===== src/rtl/return_addr_stack_if.sv =====
// return_addr_stack_if: decode-side push/pop requests and the prediction returned to fetch.
interface return_addr_stack_if #(
   parameter int PC_WIDTH = 32,
   parameter int DEPTH    = 8
);
   localparam int PTR_W = $clog2(DEPTH);
   logic                ras_i_stall;
   logic                ras_i_flush;
   logic                ras_i_push;
   logic [PC_WIDTH-1:0] ras_i_push_ra;
   logic                ras_i_pop;
   logic [PC_WIDTH-1:0] ras_o_pred_pc;
   logic                ras_o_change_pc;
   logic [PTR_W:0]      ras_o_count;
   logic                ras_o_overflow;
   logic                ras_o_underflow;
   modport master (
      output ras_i_stall, ras_i_flush, ras_i_push, ras_i_push_ra, ras_i_pop,
      input  ras_o_pred_pc, ras_o_change_pc, ras_o_count, ras_o_overflow, ras_o_underflow
   );
   modport slave (
      input  ras_i_stall, ras_i_flush, ras_i_push, ras_i_push_ra, ras_i_pop,
      output ras_o_pred_pc, ras_o_change_pc, ras_o_count, ras_o_overflow, ras_o_underflow
   );
endinterface


===== src/rtl/return_addr_stack.sv =====
// return_addr_stack: circular return-address predictor; JAL pushes pc+4, JR $ra pops and redirects fetch.
module return_addr_stack #(
   parameter int PC_WIDTH = 32,
   parameter int DEPTH    = 8
) (
   input logic                 ras_i_clk,
   input logic                 ras_i_rst,
   return_addr_stack_if.slave  ras_if
);
   localparam int PTR_W = $clog2(DEPTH);
   localparam logic [PTR_W:0] FULL = (PTR_W+1)'(DEPTH);
   logic [PC_WIDTH-1:0] r_mem [DEPTH];
   logic [PTR_W-1:0]    r_tp;
   logic [PTR_W:0]      r_cnt;
   logic                r_ovf;
   logic                r_unf;
   logic                w_empty;
   logic                w_full;
   logic [PTR_W-1:0]    w_tp_inc;
   logic [PTR_W-1:0]    w_tp_dec;
   assign w_empty  = (r_cnt == '0);
   assign w_full   = (r_cnt == FULL);
   assign w_tp_inc = r_tp + 1'b1;
   assign w_tp_dec = r_tp - 1'b1;
   assign ras_if.ras_o_pred_pc   = w_empty ? '0 : r_mem[r_tp];
   assign ras_if.ras_o_change_pc = ras_if.ras_i_pop & ~ras_if.ras_i_stall & ~ras_if.ras_i_flush & ~w_empty;
   assign ras_if.ras_o_count     = r_cnt;
   assign ras_if.ras_o_overflow  = r_ovf;
   assign ras_if.ras_o_underflow = r_unf;
   always_ff @(posedge ras_i_clk or negedge ras_i_rst) begin
      if (!ras_i_rst) begin
         for (int i = 0; i < DEPTH; i++) r_mem[i] <= '0;
         r_tp  <= '0;
         r_cnt <= '0;
         r_ovf <= 1'b0;
         r_unf <= 1'b0;
      end else if (ras_if.ras_i_flush) begin
         r_tp  <= '0;
         r_cnt <= '0;
         r_ovf <= 1'b0;
         r_unf <= 1'b0;
      end else if (ras_if.ras_i_stall) begin
         r_ovf <= 1'b0;
         r_unf <= 1'b0;
      end else begin
         // a same-cycle pop frees a slot first, so push+pop never overflows
         r_ovf <= ras_if.ras_i_push & ~ras_if.ras_i_pop & w_full;
         r_unf <= ras_if.ras_i_pop & w_empty;
         if (ras_if.ras_i_push && ras_if.ras_i_pop && !w_empty) begin
            r_mem[r_tp] <= ras_if.ras_i_push_ra;
         end else if (ras_if.ras_i_push) begin
            r_tp           <= w_tp_inc;
            r_mem[w_tp_inc] <= ras_if.ras_i_push_ra;
            if (!w_full) r_cnt <= r_cnt + 1'b1;
         end else if (ras_if.ras_i_pop && !w_empty) begin
            r_tp  <= w_tp_dec;
            r_cnt <= r_cnt - 1'b1;
         end
      end
   end
endmodule


===== src/flat_wrapper.sv =====
// flat-port wrapper written by rule: the top's interface ports become plain ports
module return_addr_stack_flat 
#(
   parameter int PC_WIDTH = 32,
   parameter int DEPTH    = 8
)
  (ras_i_clk, ras_i_rst, ras_if_ras_i_stall, ras_if_ras_i_flush, ras_if_ras_i_push, ras_if_ras_i_push_ra, ras_if_ras_i_pop, ras_if_ras_o_pred_pc, ras_if_ras_o_change_pc, ras_if_ras_o_count, ras_if_ras_o_overflow, ras_if_ras_o_underflow);
  return_addr_stack_if #(.PC_WIDTH(PC_WIDTH), .DEPTH(DEPTH)) ras_if_i ();
  input logic ras_i_clk;
  input logic ras_i_rst;
  input wire logic [$bits(ras_if_i.ras_i_stall)-1:0] ras_if_ras_i_stall;
  input wire logic [$bits(ras_if_i.ras_i_flush)-1:0] ras_if_ras_i_flush;
  input wire logic [$bits(ras_if_i.ras_i_push)-1:0] ras_if_ras_i_push;
  input wire logic [$bits(ras_if_i.ras_i_push_ra)-1:0] ras_if_ras_i_push_ra;
  input wire logic [$bits(ras_if_i.ras_i_pop)-1:0] ras_if_ras_i_pop;
  output wire logic [$bits(ras_if_i.ras_o_pred_pc)-1:0] ras_if_ras_o_pred_pc;
  output wire logic [$bits(ras_if_i.ras_o_change_pc)-1:0] ras_if_ras_o_change_pc;
  output wire logic [$bits(ras_if_i.ras_o_count)-1:0] ras_if_ras_o_count;
  output wire logic [$bits(ras_if_i.ras_o_overflow)-1:0] ras_if_ras_o_overflow;
  output wire logic [$bits(ras_if_i.ras_o_underflow)-1:0] ras_if_ras_o_underflow;
  assign ras_if_i.ras_i_stall = ras_if_ras_i_stall;
  assign ras_if_i.ras_i_flush = ras_if_ras_i_flush;
  assign ras_if_i.ras_i_push = ras_if_ras_i_push;
  assign ras_if_i.ras_i_push_ra = ras_if_ras_i_push_ra;
  assign ras_if_i.ras_i_pop = ras_if_ras_i_pop;
  assign ras_if_ras_o_pred_pc = ras_if_i.ras_o_pred_pc;
  assign ras_if_ras_o_change_pc = ras_if_i.ras_o_change_pc;
  assign ras_if_ras_o_count = ras_if_i.ras_o_count;
  assign ras_if_ras_o_overflow = ras_if_i.ras_o_overflow;
  assign ras_if_ras_o_underflow = ras_if_i.ras_o_underflow;
  return_addr_stack #(.PC_WIDTH(PC_WIDTH), .DEPTH(DEPTH)) u_core (.ras_i_clk(ras_i_clk), .ras_i_rst(ras_i_rst), .ras_if(ras_if_i));
endmodule

===== config.mk =====
export PLATFORM = sky130hd
export DESIGN_NAME = return_addr_stack_flat
export DESIGN_NICKNAME = d
export VERILOG_FILES = /design/src/rtl/return_addr_stack_if.sv /design/src/rtl/return_addr_stack.sv /design/src/flat_wrapper.sv
export SDC_FILE = /design/constraint.sdc
export NUM_CORES = 1
export LEC_CHECK = 0
export CAP_MARGIN = 20
export CORE_MARGIN = 5
export CORE_UTILIZATION = 35
export CTS_BUF_LIST = sky130_fd_sc_hd__clkbuf_4
export DETAILED_ROUTE_END_ITERATION = 7
export PLACE_DENSITY = 0.59
export SLEW_MARGIN = 0
export SYNTH_ARGS = -nofsm -noshare
export SYNTH_HDL_FRONTEND = slang
export SYNTH_SLANG_ARGS = --single-unit

===== constraint.sdc =====
create_clock -name ras_i_clk -period 4.4 [get_ports ras_i_clk]
set_clock_uncertainty 0.1 [all_clocks]
set_input_delay 0.88 -clock ras_i_clk [delete_from_list [all_inputs] [get_ports ras_i_clk]]
set_output_delay 0.88 -clock ras_i_clk [all_outputs]
set_load 0.1 [all_outputs]

==> flow_metrics.env <==
export IMPL_worst_r2r_path_depth=6
export IMPL_fmax_ghz=0.243
export IMPL_syn_inst=905
export IMPL_critical_path_depth=5
export IMPL_worst_setup_path_end_kind="output pin"
export IMPL_ys_seq_area_share_pct=53.0
export IMPL_drive_gt1_share_pct=33.6
export IMPL_cts_tree="yes"
export IMPL_required_ps=3420
export IMPL_cp_cell_sequence="and2_1 -> a22o_1 -> o21ai_0 -> a21oi_1 -> buf_12"
export IMPL_wl_per_cell_um=21.8
export IMPL_cellLeakagePower_nw=6.80
export IMPL_gp_congestion=0.727
export IMPL_dr_pass1_iters=5
export IMPL_ys_flop_type="dfrtp_1"
export IMPL_clk_latency_ps=700
export IMPL_status="finished clean"
export IMPL_nFillCells=3282
export IMPL_cts_buffers=73
export IMPL_clock_path_buffers=3
export IMPL_postCtsHoldBufs=0
export IMPL_drt_iter0_markers=510
export IMPL_rsz0062_at_grt="no"
export IMPL_via_per_inst=5.31
export IMPL_cp_start_kind="flop"
export IMPL_vias=8195
export IMPL_syn_to_final_growth_pct=19.7
export IMPL_wl_um=33700
export IMPL_synth_area_um2=12500
export IMPL_holdWs_ps=164
export IMPL_path_class="reg -> out"
export IMPL_ir_worst_vdd_uv=227
export IMPL_postPlaceCellArea_um2=14100
export IMPL_ys_ff_latch=265
export IMPL_io_pins=77
export IMPL_worstPathArrival_ps=3130
export IMPL_hpwlAfterDp_um=20600
export IMPL_drv_cap=0
export IMPL_final_area_um2=15000
export IMPL_hold_violations=0
export IMPL_critPathTopFamily="flip-flops"
export IMPL_synthArstFlopShare_pct=100
export IMPL_avgSynthCellArea_um2=13.8
export IMPL_port_buffers=76
export IMPL_tns_ps=0
export IMPL_synthesis_nets=948
export IMPL_max_stage_delay_ps=810
export IMPL_hp_class="in -> async"
export IMPL_die_x_um=199
export IMPL_core_um2=35500
export IMPL_clock_root_buffer="clkbuf_4"
export IMPL_p_per_area_nw_per_um2=544
export IMPL_critPathSlowestCell="dfrtp_2"
export IMPL_setup_viol=0
export IMPL_path_clk_slew_ps=70
export IMPL_cts_setup_buffers=0
export IMPL_slew_headroom_pct=29.8
export IMPL_drc=0
export IMPL_seq_area_um2=6640
export IMPL_antenna_found_initial=1
export IMPL_cts_sinks=265
export IMPL_ys_top_cells_by_area="dfrtp_1 53%, mux2_1 14%, mux2_2 11%"
export IMPL_yosysMostFrequentCell="dfrtp_1"
export IMPL_grt_ovfl_total=0
export IMPL_synth_cell_types=59
export IMPL_track_usage_pct=17.3
export IMPL_grt_pass1_vias=8851
export IMPL_yosysWarnings=0
export IMPL_initial_core_util_pct=35.3
export IMPL_multi_input_area_um2=5600
export IMPL_dieArea_um2=39700
export IMPL_synth_top_area_cell="dfrtp_1"
export IMPL_drv_slew=0
export IMPL_worst_pin_slew_ps=1050
export IMPL_min_period_over_period_pct=93.4
export IMPL_rows=69
export IMPL_htreeDepth=3
export IMPL_synth_top_area_share_pct=53.0
export IMPL_cts_resized=0
export IMPL_yosys_top_cells_count="265 x dfrtp_1, 154 x mux2_1, 124 x mux2_2"
export IMPL_synth_edff_count=0
export IMPL_die_h_um=199
export IMPL_period_minus_slack_ps=4110
export IMPL_crit_fanout=25
export IMPL_grt_max_degree=107
export IMPL_grt_pass1_wl_um=53400
export IMPL_fin_nets=1075
export IMPL_antenna_left=0
export IMPL_path_buf_inv=1
[cells by family (layout without fill, tap and decap cells)]
logic type / after synthesis / count (layout) / synth area share, %
fa+ha+maj: 5 / 5 / 0.560
simple gates: 104 / 104 / 4.13
xor+xnor: 4 / 4 / 0.280
flops: 265 / 265 / 53.0
mux: 320 / 320 / 31.0
buf+inv: 74 / 250 / 2.85
other cells: 0 / 1 / 0
compound gates: 133 / 133 / 8.26
[cells in the final DEF (no fill, tap or decap), types with 4 or more instances in the layout]
| cell | netlist | layout |
|---|---|---|
| a221oi_1 | 23 | 23 |
| clkinv_1 | 0 | 10 |
| nor4_1 | 9 | 8 |
| a22oi_1 | 9 | 9 |
| a31oi_1 | 5 | 5 |
| buf_4 | 1 | 58 |
| clkdlybuf4s50_1 | 0 | 42 |
| o21a_1 | 7 | 7 |
| mux2i_1 | 16 | 16 |
| a21oi_1 | 31 | 31 |
| o21ai_0 | 10 | 10 |
| a211oi_1 | 4 | 4 |
| a2111oi_4 | 4 | 4 |
| mux4_2 | 26 | 26 |
| or3_1 | 5 | 5 |
| mux2_1 | 154 | 154 |
| nor2b_1 | 8 | 8 |
| a221o_1 | 4 | 4 |
| clkbuf_4 | 0 | 107 |
| o21ai_4 | 0 | 7 |
| mux2_2 | 124 | 124 |
| and2_1 | 7 | 7 |
| o22ai_1 | 6 | 6 |
| ha_1 | 4 | 4 |
| inv_1 | 6 | 6 |
| a22o_1 | 5 | 5 |
| dfrtp_1 | 265 | 262 |
| o2bb2ai_1 | 6 | 6 |
| nand2_1 | 41 | 41 |
| nor2_1 | 17 | 17 |
| buf_12 | 0 | 18 |
[state kept, by name, summed over array words and instances (netlist names)]
register                       flops
u_core.ras_if.ras_o_count          4
u_core.r_mem                     256
u_core.r_tp                        3
u_core.ras_if.ras_o_underflow      1
u_core.ras_if.ras_o_overflow       1
[path summary, 6_finish.rpt]
kind	from	end	slack, ps
min in group ras_i_clk	u_core.r_mem[86]	u_core.r_mem[86]	380
min	ras_i_rst	u_core.r_mem[156]	160
max in group asynchronous	ras_i_rst	u_core.r_mem[177]	2950
min reg2reg	u_core.r_mem[86]	u_core.r_mem[86]	380
max	u_core.r_tp[2]	ras_if_ras_o_pred_pc[9]	290
max reg2reg	u_core.r_tp[1]	u_core.r_mem[48]	870
[metal layers]
metal  routed length, µm  global-route usage [%]
met5                   0                       0
met1               16000                    24.6
met4                 588                    5.22
met3                1420                    3.54
met2               15700                    27.0
[power by group]
group / internal [W] / switching (W)
clock: 0.00117 / 0.00103
sequential: 0.00308 / 0.000353
combinational: 0.00107 / 0.00145
[per-stage QoR]
stage | power [W] | setup WS [ps] | std cells | util [%]
2_1_floorplan | 0.00521 | 122 | 905 | -
3_3_place_gp | 0.00596 | 615 | 1418 | 39.7
3_5_place_dp | 0.00602 | 609 | 1418 | 39.7
4_1_cts | 0.00827 | 153 | 1542 | 42.2
5_1_grt | 0.00864 | 119 | 1543 | 42.3
6_report | 0.00816 | 289 | 1543 | 42.3
[area by class of cell]
type,count,share of cell area [%]
multi-input combinational,566,37.4
timing repair buffer,119,8.21
clock inverter,17,0.726
antenna,1,0.0167
inverter,7,0.175
sequential,265,44.3
tap,461,3.85
clock buffer,107,5.36
Note: power is estimated with default switching activity, not from simulation.
